File: config.mk
export PLATFORM = sky130hd
export DESIGN_NAME = tt_capture
export DESIGN_NICKNAME = d
export VERILOG_FILES = /design/src/rtl/tt_capture.sv
export SDC_FILE = /design/constraint.sdc
export NUM_CORES = 1
export LEC_CHECK = 0
export CORE_ASPECT_RATIO = 1.2
export CORE_MARGIN = 4
export CORE_UTILIZATION = 54
export CTS_BUF_LIST = sky130_fd_sc_hd__clkbuf_8
export CTS_CLUSTER_SIZE = 30
export DETAILED_ROUTE_END_ITERATION = 10
export PLACE_DENSITY_LB_ADDON = 0.08
export SLEW_MARGIN = 0
export SYNTH_ARGS = -nofsm -noshare
export SYNTH_HDL_FRONTEND = slang
export SYNTH_SLANG_ARGS = --single-unit
File: constraint.sdc
create_clock -name clk -period 2.2 [get_ports clk]
set_clock_uncertainty 0.2 [all_clocks]
set_input_delay 0.44 -clock clk [delete_from_list [all_inputs] [get_ports clk]]
set_output_delay 0.44 -clock clk [all_outputs]
set_load 0.05 [all_outputs]
File: src/rtl/tt_capture.sv
// Exhaustive tester for a 3-input combinational block: it steps {b,c,d} through 0..7,
// samples y_in after each vector settles, and compares the captured truth table to EXPECTED.
module tt_capture #(
    parameter logic [7:0]  EXPECTED = 8'hA2,
    parameter int unsigned SETTLE   = 1
) (
    input  logic       clk,
    input  logic       rst,
    input  logic       start,
    input  logic       y_in,
    output logic       b,
    output logic       c,
    output logic       d,
    output logic       busy,
    output logic       done,
    output logic [7:0] truth_table,
    output logic [7:0] fail_mask,
    output logic       pass
);

    typedef enum logic [1:0] {
        IDLE  = 2'd0,
        DRIVE = 2'd1,
        DONE  = 2'd2
    } state_t;

    localparam logic [3:0] SETTLE_C = 4'(SETTLE);

    state_t     state_q, state_d;
    logic [2:0] idx_q, idx_d;
    logic [3:0] cnt_q, cnt_d;
    logic [2:0] bcd_q, bcd_d;
    logic       busy_q, busy_d;
    logic       done_q, done_d;
    logic [7:0] table_q, table_d;
    logic [7:0] fail_q, fail_d;
    logic       pass_q, pass_d;

    always_comb begin
        state_d = state_q;
        idx_d   = idx_q;
        cnt_d   = cnt_q;
        bcd_d   = bcd_q;
        busy_d  = busy_q;
        done_d  = 1'b0;
        table_d = table_q;
        fail_d  = fail_q;
        pass_d  = pass_q;
        case (state_q)
            IDLE: begin
                // Previous results stay visible until the next run is requested.
                if (start) begin
                    state_d = DRIVE;
                    busy_d  = 1'b1;
                    idx_d   = 3'd0;
                    cnt_d   = 4'd0;
                    bcd_d   = 3'd0;
                    table_d = 8'h00;
                    fail_d  = 8'h00;
                    pass_d  = 1'b0;
                end
            end
            DRIVE: begin
                if (cnt_q != SETTLE_C) begin
                    cnt_d = cnt_q + 4'd1;
                end else begin
                    table_d[idx_q] = y_in;
                    if (idx_q != 3'd7) begin
                        idx_d = idx_q + 3'd1;
                        cnt_d = 4'd0;
                        bcd_d = idx_q + 3'd1;
                    end else begin
                        // Verdict uses the table including the bit captured this edge.
                        state_d = DONE;
                        busy_d  = 1'b0;
                        done_d  = 1'b1;
                        fail_d  = table_d ^ EXPECTED;
                        pass_d  = (table_d == EXPECTED);
                    end
                end
            end
            DONE: begin
                state_d = IDLE;
            end
            default: begin
                state_d = IDLE;
                busy_d  = 1'b0;
            end
        endcase
    end

    always_ff @(posedge clk) begin
        if (rst) begin
            state_q <= IDLE;
            idx_q   <= 3'd0;
            cnt_q   <= 4'd0;
            bcd_q   <= 3'd0;
            busy_q  <= 1'b0;
            done_q  <= 1'b0;
            table_q <= 8'h00;
            fail_q  <= 8'h00;
            pass_q  <= 1'b0;
        end else begin
            state_q <= state_d;
            idx_q   <= idx_d;
            cnt_q   <= cnt_d;
            bcd_q   <= bcd_d;
            busy_q  <= busy_d;
            done_q  <= done_d;
            table_q <= table_d;
            fail_q  <= fail_d;
            pass_q  <= pass_d;
        end
    end

    assign b           = bcd_q[2];
    assign c           = bcd_q[1];
    assign d           = bcd_q[0];
    assign busy        = busy_q;
    assign done        = done_q;
    assign truth_table = table_q;
    assign fail_mask   = fail_q;
    assign pass        = pass_q;

endmodule

# After elaboration in Yosys (flattened, before gate mapping)
# Cells that the tools add are included.
# op_classes
add_sub_neg	2
multipliers	0
n_div	0
order_cmp	2
n_eq_ne	10
shifts	0
mux	30
bitwise	3
n_reduce_logical	10
# op_table
operator	n
8-bit two-way mux	4
8-bit one-hot mux with 2 select lines	2
4-bit two-way mux	3
4-bit AND reduction	3
3-bit two-way mux	3
3-bit AND reduction	3
8-bit bitwise mux	1
8-bit equality test (second input constant)	1
1-bit two-way mux	8
2-bit inequality test (second input constant)	4
4-bit one-hot mux with 2 select lines	1
2-bit two-way mux	3
3-bit inequality test (second input constant)	2
3-bit one-hot mux with 2 select lines	1
4-bit by 1-bit adder with 4-bit output (second input constant)	1
3-bit by 4-bit less-than comparator with 1-bit output (second input constant)	1
4-bit by 1-bit inequality test with 1-bit output (second input constant)	1
2-bit one-hot mux with 2 select lines	1
3-bit by 1-bit adder with 3-bit output (second input constant)	1
1-bit demux with 3-bit select	1
3-bit by 1-bit greater-or-equal comparator with 1-bit output (second input constant)	1
3-bit NOT	1
1-bit one-hot mux with 3 select lines	1
3-bit OR reduction	1
7 further kinds	8
# word_totals
regBits	28
latch_bits	0
mem_bits_rw	0
rom_bits	0
in_bits	4
out_inout_bits	22
word_cells	65
mem_count	0

# Longest topological paths before layout
# Gate-level depths: netlist (run 1).
# depth
depth_word	9
ltp_mapped	6
mapped_depth_nobuf	6

# Worst setup path after synthesis (run 1)
# No wires, ideal clock.
# synth_timing
path_type	register to register
from	register, netlist name bcd_q[0]
to	register pass_q, in the netlist pass
setup_time_ps	87
arrival_time_ps	1829
t_required_ps	1913
setup_slack_ps	84
stages_incl_launch_ff	6
n_path_buf	0
synth_period_minus_slack_ps	2116
cell_sequence	dfxtp_1 > ha_1 > ha_1 > a31oi_4 > a311o_1 > o31ai_1
# synth_lines
item	line_no	rtl
end signal: assignment	112	pass_q <= pass_d;
end: declaration	37	logic pass_q, pass_d;

# Final worst setup path (run 1)
# layout_timing
from	register table_q[3], in the netlist truth_table[3]
to	output truth_table[3]
# layout_lines
item	line_no	rtl
start: declaration	35	logic [7:0] table_q, table_d;
start signal: assignment	110	table_q <= table_d;
end: declaration	16	output logic [7:0] truth_table,
# No word-level cell between the ends.

==> results of run 1 <==
## registers in the layout (all words and copies together), names as in the netlist
signal       cells
state_q          2
busy             1
cnt_q            4
truth_table      8
done             1
fail_mask        8
bcd_q            3
pass             1
## stage by stage
stage / util, % / area (um2) / total power, W / worst slack (ns)
floorplan: - / 1528 / 0.0005983 / 0.08352
global placement: 70.76 / 1859 / 0.0006356 / 0.09423
detailed placement: 70.76 / 1859 / 0.0006377 / 0.09432
CTS: 73.48 / 1931 / 0.001032 / 0.05650
global route: 73.48 / 1931 / 0.001070 / 0.002987
finish: 73.48 / 1931 / 0.001025 / 0.06286
## cells by family after synthesis
family	share of synthesized area (%)
flops	36.69
buf+inv	4.831
fa+ha+maj	1.638
simple gates	27.03
xor+xnor	1.720
compound gates	23.02
mux	5.078
## worst max-delay path by stage
stage                               from        endpoint  slack [ns]  depth (start not counted)
after detailed placement           start            pass        0.09                          5
after global routing      truth_table[3]  truth_table[3]       0.003                          1
after CTS                 truth_table[3]  truth_table[3]        0.06                          1
after floorplan                 bcd_q[0]            pass        0.08                          5
final                     truth_table[3]  truth_table[3]        0.06                          1
after global placement             start            pass        0.09                          5
## cell type report
| type | count | area share (%) |
|---|---|---|
| timing repair buffer | 36 | 18.28 |
| sequential | 28 | 29.03 |
| multi-input combinational | 140 | 46.27 |
| tap | 33 | 2.139 |
| clock buffer | 3 | 2.139 |
| inverter | 3 | 0.5833 |
| clock inverter | 1 | 1.555 |
## layer usage
layer	track usage (%)	routed length [um]
met4	6.528	18
met3	2.930	147
met1	27.02	1657
met5	0	0
met2	36.56	1837
## power breakdown
group	internal, W	leakage [nW]	switching [W]
Clock	0.000243	0.0357	0.000155
Sequential	0.000512	0.226	0.00000713
Combinational	0.0000433	0.417	0.0000639
## Yosys cell counts, types with 2 or more instances
cell type / number
sky130_fd_sc_hd__clkbuf_1: 9
sky130_fd_sc_hd__a211oi_1: 2
sky130_fd_sc_hd__nor2b_1: 7
sky130_fd_sc_hd__nor2_1: 14
sky130_fd_sc_hd__nor3b_1: 2
sky130_fd_sc_hd__nand4b_1: 5
sky130_fd_sc_hd__xor2_1: 3
sky130_fd_sc_hd__or2_2: 2
sky130_fd_sc_hd__buf_2: 5
sky130_fd_sc_hd__mux2_2: 6
sky130_fd_sc_hd__dfxtp_1: 28
sky130_fd_sc_hd__a21oi_1: 22
sky130_fd_sc_hd__ha_1: 2
sky130_fd_sc_hd__o21ai_0: 24
sky130_fd_sc_hd__o41ai_1: 2
sky130_fd_sc_hd__nand3_1: 10
sky130_fd_sc_hd__nor3_1: 4
sky130_fd_sc_hd__nand3b_1: 5
sky130_fd_sc_hd__nand2_1: 7
sky130_fd_sc_hd__nand2b_1: 3
sky130_fd_sc_hd__inv_1: 3
==> impl_table.tex, run 1 <==
\begin{tabular}{lr}
\hline
Metric & Value \\
\hline
\multicolumn{2}{l}{\textbf{Timing}} \\
\quad Number of hold violations in the final report & 0 \\
\quad Worst Max-Slew Pin Slew & 0.5046 ns \\
\quad Max-slew violations & 0 \\
\quad Hold Slack & 0.2811 ns \\
\quad Fmax & 467.9 MHz \\
\quad Final-layout setup total negative slack & 0 ns \\
\quad RSZ-0062 raised after global routing & false \\
\quad Relative max-transition margin & 66.22\% \\
\quad Fin crit period & 2.137 ns \\
\quad Final count of negative-setup-slack endpoints & 0 \\
\quad Portion of the clock cycle consumed by the worst path in the final layout & 97.14\% \\
\multicolumn{2}{l}{\textbf{CTS}} \\
\quad Clock Root Buffer & sky130\_fd\_sc\_hd\_\_clkbuf\_8 \\
\quad Cts hold-fix bufs & 0 \\
\quad Post-cts repair resize count & 0 \\
\quad Clock-pin transition on the worst setup and hold timing paths & 0.09 ns \\
\quad Buffers from clock root to sink, at most & 2 \\
\quad Buffers inserted during post-CTS setup optimization & 0 \\
\quad Clock latency on the worst-skew pair & 0.27 ns \\
\quad Number of clock sinks & 28 \\
\quad H-tree levels & 1 \\
\quad CTS Buf Count & 3 \\
\quad TritonCTS clock tree & yes \\
\multicolumn{2}{l}{\textbf{Logic synthesis}} \\
\quad Top cells by area in the synthesized netlist & sky130\_fd\_sc\_hd\_\_dfxtp\_1 37\%, sky130\_fd\_sc\_hd\_\_o21ai\_0 7.9\%, sky130\_fd\_sc\_hd\_\_a21oi\_1 7.2\% \\
\quad Number of flops mapped to enable cells by yosys & 0 \\
\quad Seq/Total Area, Yosys & 36.69\% \\
\quad Number of distinct library cells after synthesis & 42 \\
\quad Number of flip-flops and latches in the synthesized netlist & 28 \\
\quad Top\_reg\_cell synth & sky130\_fd\_sc\_hd\_\_dfxtp\_1 \\
\quad Yosys top cell area share & 36.69\% \\
\quad Synth Cell Area & 1528 um2 \\
\quad Ys async rst share & 0\% \\
\quad Number of standard cells after synthesis & 186 \\
\quad Synthesized area per cell & 8.214 um2 \\
\quad Biggest area consumer among synthesized cells & sky130\_fd\_sc\_hd\_\_dfxtp\_1 \\
\quad Net count of the mapped netlist & 192 \\
\quad Yosys warns & 0 \\
\multicolumn{2}{l}{\textbf{Floorplan}} \\
\quad Initial standard-cell utilization of the core & 58.14\% \\
\quad Area inside the core boundary & 2628 um2 \\
\quad \# rows & 20 \\
\quad Boundary pin count & 26 \\
\quad Die X-Extent & 56.56 um \\
\quad DIE AREA & 3748 um2 \\
\quad Height of the die & 66.27 um \\
\multicolumn{2}{l}{\textbf{Place}} \\
\quad Count of placed standard cells including taps & 240 \\
\quad Routability congestion estimate & 0.8244 \\
\quad Port Buf Inserts & 25 \\
\quad Final HPWL DP & 2571 um \\
\multicolumn{2}{l}{\textbf{Final layout}} \\
\quad Cell Count, Final, Fillers Out & 244 \\
\quad Flip-flop and latch area & 560.5 um2 \\
\quad Multi-input logic area & 893.4 um2 \\
\quad Filler cell count in the final layout & 216 \\
\quad Share of final-layout standard cells stronger than drive strength 1 & 17.06\% \\
\quad Total number of nets in the final design & 218 \\
\quad Leading cell type in the layout, fill and taps excluded & sky130\_fd\_sc\_hd\_\_dfxtp\_1 \\
\quad Final antenna diode count & 0 \\
\quad Layout Area Growth over Synthesis & 26.37\% \\
\quad Commonest cells after routing, fill and taps aside & 28 x sky130\_fd\_sc\_hd\_\_dfxtp\_1, 24 x sky130\_fd\_sc\_hd\_\_o21ai\_0, 22 x sky130\_fd\_sc\_hd\_\_a21oi\_1, 18 x sky130\_fd\_sc\_hd\_\_clkdlybuf4s50\_1, 15 x sky130\_fd\_sc\_hd\_\_buf\_4 \\
\multicolumn{2}{l}{\textbf{Worst setup path}} \\
\quad Reg2Reg Depth & 4 \\
\quad Critical R2R Capture & fail\_mask[6] \\
\quad Largest driver fanout on the critical path & 5 \\
\quad Critical path required time & 1.56 ns \\
\quad Worst Path Arrival & 1.50 ns \\
\quad FF-to-FF setup slack & 0.26 ns \\
\quad Buf/Inv on CP & 1 \\
\quad Largest stage delay on the critical path & 0.83 ns \\
\quad CP Cell Sequence & clkdlybuf4s50\_1 \\
\quad Category of cells accounting for the largest share of critical-path delay & buffers and inverters \\
\quad Worst-path cell with the longest stage delay & sky130\_fd\_sc\_hd\_\_clkdlybuf4s50\_1 \\
\quad Critical R2R Launch & cnt\_q[0] \\
\quad CP Capture Type & output pin \\
\quad Critical Setup Path Class & reg -> out \\
\quad Kind of start point of the critical path & flop \\
\multicolumn{2}{l}{\textbf{GRT}} \\
\quad Overall overflow remaining after global route & 0 \\
\quad Total track usage & 21.15\% \\
\quad Vias in the first global route & 1410 \\
\quad Global-route wire length before repair & 6354 um \\
\quad Pin count of the biggest net entering global routing & 22 \\
\quad Number of antenna violations at the first check in global routing & 0 \\
\multicolumn{2}{l}{\textbf{Power and ir drop}} \\
\quad Power Dens Cells & 530.9 nW/um2 \\
\quad Peak supply drop & 0.0004979 V \\
\quad Reported leakage power & 0.6794 nW \\
\multicolumn{2}{l}{\textbf{Drt}} \\
\quad Detail-routed net length per standard cell & 15.00 um \\
\quad Vias after detailed routing & 1438 \\
\quad Drt first-iter violations & 85 \\
\quad Length of the first detailed-routing pass in iterations & 4 \\
\quad Remaining routing DRC violations & 0 \\
\quad Via-per-instance ratio & 5.893 \\
\quad Remaining antenna violation count & 0 \\
\quad Sum of routed wire length over all layers & 3660 um \\
\multicolumn{2}{l}{\textbf{Hold path}} \\
\quad Number of cells traversed by the worst hold path & 2 \\
\quad Worst min-delay path class & reg -> reg \\
\quad HP Start & fail\_mask[3] \\
\quad Capture endpoint of the worst hold path & fail\_mask[3] \\
\multicolumn{2}{l}{\textbf{Run}} \\
\quad MaxCap Viol Count & 0 \\
\multicolumn{2}{l}{\textbf{Status}} \\
\quad Result of the run & finished, final reports clean \\
\hline
\end{tabular}
No activity file was read; power rests on OpenSTA's default activity.
==> inputs of run 2 (changes only) <==
--- a/config.mk
+++ b/config.mk
@@ -5,6 +5,7 @@
 export SDC_FILE = /design/constraint.sdc
 export NUM_CORES = 1
 export LEC_CHECK = 0
+export ABC_CLOCK_PERIOD_IN_PS = 2200
 export CORE_ASPECT_RATIO = 1.2
 export CORE_MARGIN = 4
 export CORE_UTILIZATION = 54
@@ -12,6 +13,8 @@
 export CTS_CLUSTER_SIZE = 30
 export DETAILED_ROUTE_END_ITERATION = 10
 export PLACE_DENSITY_LB_ADDON = 0.08
+export RECOVER_POWER = 50
+export SETUP_SLACK_MARGIN = 0.3
 export SLEW_MARGIN = 0
 export SYNTH_ARGS = -nofsm -noshare
 export SYNTH_HDL_FRONTEND = slang
==> impl_table.tex, run 2 (same netlist as run 1, synthesis figures left out) <==
\begin{tabular}{lr}
\hline
Metric & Value \\
\hline
\multicolumn{2}{l}{\textbf{Place}} \\
\quad Routability congestion estimate & 0.8153 \\
\quad Final HPWL DP & 2581 um \\
\quad Placement-stage worst setup slack & 0.08666 ns \\
\quad Count of placed standard cells including taps & 239 \\
\quad Port Buf Inserts & 25 \\
\multicolumn{2}{l}{\textbf{Power and ir drop}} \\
\quad Share of total power in the clock network & 39.0\% \\
\quad Sw power & 0.0002330 W \\
\quad Internal Power & 0.0007977 W \\
\quad Peak supply drop & 0.0006499 V \\
\quad Reported leakage power & 0.7123 nW \\
\quad Fraction of power spent switching nets & 22.60\% \\
\quad Power Dens Cells & 550.3 nW/um2 \\
\quad Power share of the combinational group & 10.9\% \\
\quad Register share of total power & 50.1\% \\
\multicolumn{2}{l}{\textbf{Final layout}} \\
\quad Utilization after layout & 71.29\% \\
\quad Filler cell count in the final layout & 229 \\
\quad Layout Area Growth over Synthesis & 22.60\% \\
\quad Commonest cells after routing, fill and taps aside & 25 x sky130\_fd\_sc\_hd\_\_dfxtp\_1, 24 x sky130\_fd\_sc\_hd\_\_o21ai\_0, 22 x sky130\_fd\_sc\_hd\_\_a21oi\_1, 14 x sky130\_fd\_sc\_hd\_\_nor2\_1, 13 x sky130\_fd\_sc\_hd\_\_dlygate4sd2\_1 \\
\quad Final antenna diode count & 0 \\
\quad Leading cell type in the layout, fill and taps excluded & sky130\_fd\_sc\_hd\_\_dfxtp\_1 \\
\quad Total number of nets in the final design & 220 \\
\quad Cell Count, Final, Fillers Out & 246 \\
\quad Share of final-layout standard cells stronger than drive strength 1 & 16.43\% \\
\multicolumn{2}{l}{\textbf{Timing}} \\
\quad Fin crit period & 1.963 ns \\
\quad Final-layout setup total negative slack & 0 ns \\
\quad RSZ-0062 raised after global routing & true \\
\quad Worst Max-Slew Pin Slew & 0.6294 ns \\
\quad Max-slew violations & 0 \\
\quad Minimum setup slack in the final design & 0.2374 ns \\
\quad Number of hold violations in the final report & 0 \\
\quad Relative max-transition margin & 58.04\% \\
\quad Final count of negative-setup-slack endpoints & 0 \\
\quad Fmax & 509.5 MHz \\
\quad Portion of the clock cycle consumed by the worst path in the final layout & 89.21\% \\
\multicolumn{2}{l}{\textbf{Floorplan}} \\
\quad Area inside the core boundary & 2628 um2 \\
\quad Boundary pin count & 26 \\
\quad \# rows & 20 \\
\quad Die X-Extent & 56.56 um \\
\quad DIE AREA & 3748 um2 \\
\quad Initial standard-cell utilization of the core & 58.14\% \\
\quad Height of the die & 66.27 um \\
\multicolumn{2}{l}{\textbf{Worst setup path}} \\
\quad Critical Setup Path Class & reg -> out \\
\quad Worst path depth & 2 \\
\quad Worst-path cell with the longest stage delay & sky130\_fd\_sc\_hd\_\_clkbuf\_1 \\
\quad Largest stage delay on the critical path & 0.49 ns \\
\quad CP Capture Type & output pin \\
\quad Buf/Inv on CP & 2 \\
\quad Worst Path Arrival & 1.32 ns \\
\quad Kind of start point of the critical path & flop \\
\quad Critical path required time & 1.56 ns \\
\quad Category of cells accounting for the largest share of critical-path delay & buffers and inverters \\
\quad CP Cell Sequence & buf\_4 -> clkbuf\_1 \\
\quad Reg2Reg Depth & 5 \\
\quad Largest driver fanout on the critical path & 21 \\
\multicolumn{2}{l}{\textbf{CTS}} \\
\quad Number of clock sinks & 28 \\
\quad Clock Root Buffer & sky130\_fd\_sc\_hd\_\_clkbuf\_8 \\
\quad TritonCTS clock tree & yes \\
\quad CTS Buf Count & 3 \\
\quad Clock latency on the worst-skew pair & 0.27 ns \\
\quad Clock-pin transition on the worst setup and hold timing paths & 0.09 ns \\
\quad H-tree levels & 1 \\
\quad Cts hold-fix bufs & 0 \\
\quad Buffers from clock root to sink, at most & 2 \\
\multicolumn{2}{l}{\textbf{Run}} \\
\quad MaxCap Viol Count & 0 \\
\multicolumn{2}{l}{\textbf{Drt}} \\
\quad Met1 Wirelength & 1637 um \\
\quad Remaining antenna violation count & 0 \\
\quad Detail-routed net length per standard cell & 15.09 um \\
\quad Length of the first detailed-routing pass in iterations & 4 \\
\quad Remaining routing DRC violations & 0 \\
\quad Routed wl met3 & 172 um \\
\quad Detailed-routed wire length on met2 & 1838 um \\
\quad Vias after detailed routing & 1463 \\
\quad Uppermost layer routed & met4 \\
\quad Drt first-iter violations & 64 \\
\quad Sum of routed wire length over all layers & 3713 um \\
\quad Via-per-instance ratio & 5.947 \\
\multicolumn{2}{l}{\textbf{GRT}} \\
\quad Pin count of the biggest net entering global routing & 22 \\
\quad Vias in the first global route & 1434 \\
\quad Number of antenna violations at the first check in global routing & 0 \\
\quad Total track usage & 21.31\% \\
\quad Overall overflow remaining after global route & 0 \\
\quad Global-route wire length before repair & 6465 um \\
\multicolumn{2}{l}{\textbf{Hold path}} \\
\quad Number of cells traversed by the worst hold path & 2 \\
\quad Worst min-delay path class & reg -> reg \\
\multicolumn{2}{l}{\textbf{Status}} \\
\quad Result of the run & finished, final reports clean \\
\hline
\end{tabular}
run 2: changes by cell type in the layout (fill, tap and decap cells not counted), sizes merged:
cell	delta
clkdlybuf4s15	+2
dlygate4sd3	+2
dlygate4sd2	+13
buf	-6
clkdlybuf4s50	-17
clkbuf	+8
run 2: what timing repair did:
action	in CTS	in global routing
resized for setup	15	4
pin swaps	0	0
endpoints found under the setup margin	18	10
setup buffers	3	0
run 2: per-stage QoR:
step           power [W]  hold slack (ns)  area (um2)
6_report        0.001031           0.2776        1873
4_1_cts         0.001039           0.2804        1896
5_1_grt         0.001075           0.3156        1873
3_5_place_dp   0.0006359           0.2683        1821
3_3_place_gp   0.0006333           0.2588        1821
2_1_floorplan  0.0005987           0.3104        1535
run 2: power by group through the flow:
| stage | Clock, W | Sequential (W) | Combinational [W] |
|---|---|---|---|
| floorplan | 0 | 0.000541 | 0.0000582 |
| global placement | 0 | 0.000529 | 0.000104 |
| detailed placement | 0 | 0.000530 | 0.000106 |
| CTS | 0.000409 | 0.000518 | 0.000112 |
| global route | 0.000435 | 0.000518 | 0.000122 |
| finish | 0.000402 | 0.000517 | 0.000112 |
run 2: worst paths after layout:
| path | start | slack [ns] | endpoint |
|---|---|---|---|
| worst max-delay path | bcd_q[0] | 0.24 | d |
| worst min-delay path | fail_mask[5] | 0.28 | fail_mask[5] |
| worst max register to register | bcd_q[1] | 0.39 | cnt_q[1] |
| worst min register to register | fail_mask[5] | 0.28 | fail_mask[5] |
run 2: per-layer routing:
metal	global-route usage, %	up-vias
li1	-	724
met1	26.24	691
met2	36.42	40
met3	3.125	8
met4	9.496	0
met5	0	-
run 2: tightest hold or removal path, cell delays in order, from the launching register on:
cell and delay (ns):
sky130_fd_sc_hd__dfxtp_1 0.31, sky130_fd_sc_hd__o21ai_0 0.06, sky130_fd_sc_hd__a21oi_1 0.06
run 2: layout make-up:
cell class                 instances  area (um2)  area share [%]
multi-input combinational        140       898.4           47.96
inverter                           3       11.26          0.6012
sequential                        28       566.8           30.26
clock inverter                     1       30.03           1.603
clock buffer                       3       41.29           2.204
timing repair buffer              38       284.0           15.16
tap                               33       41.29           2.204
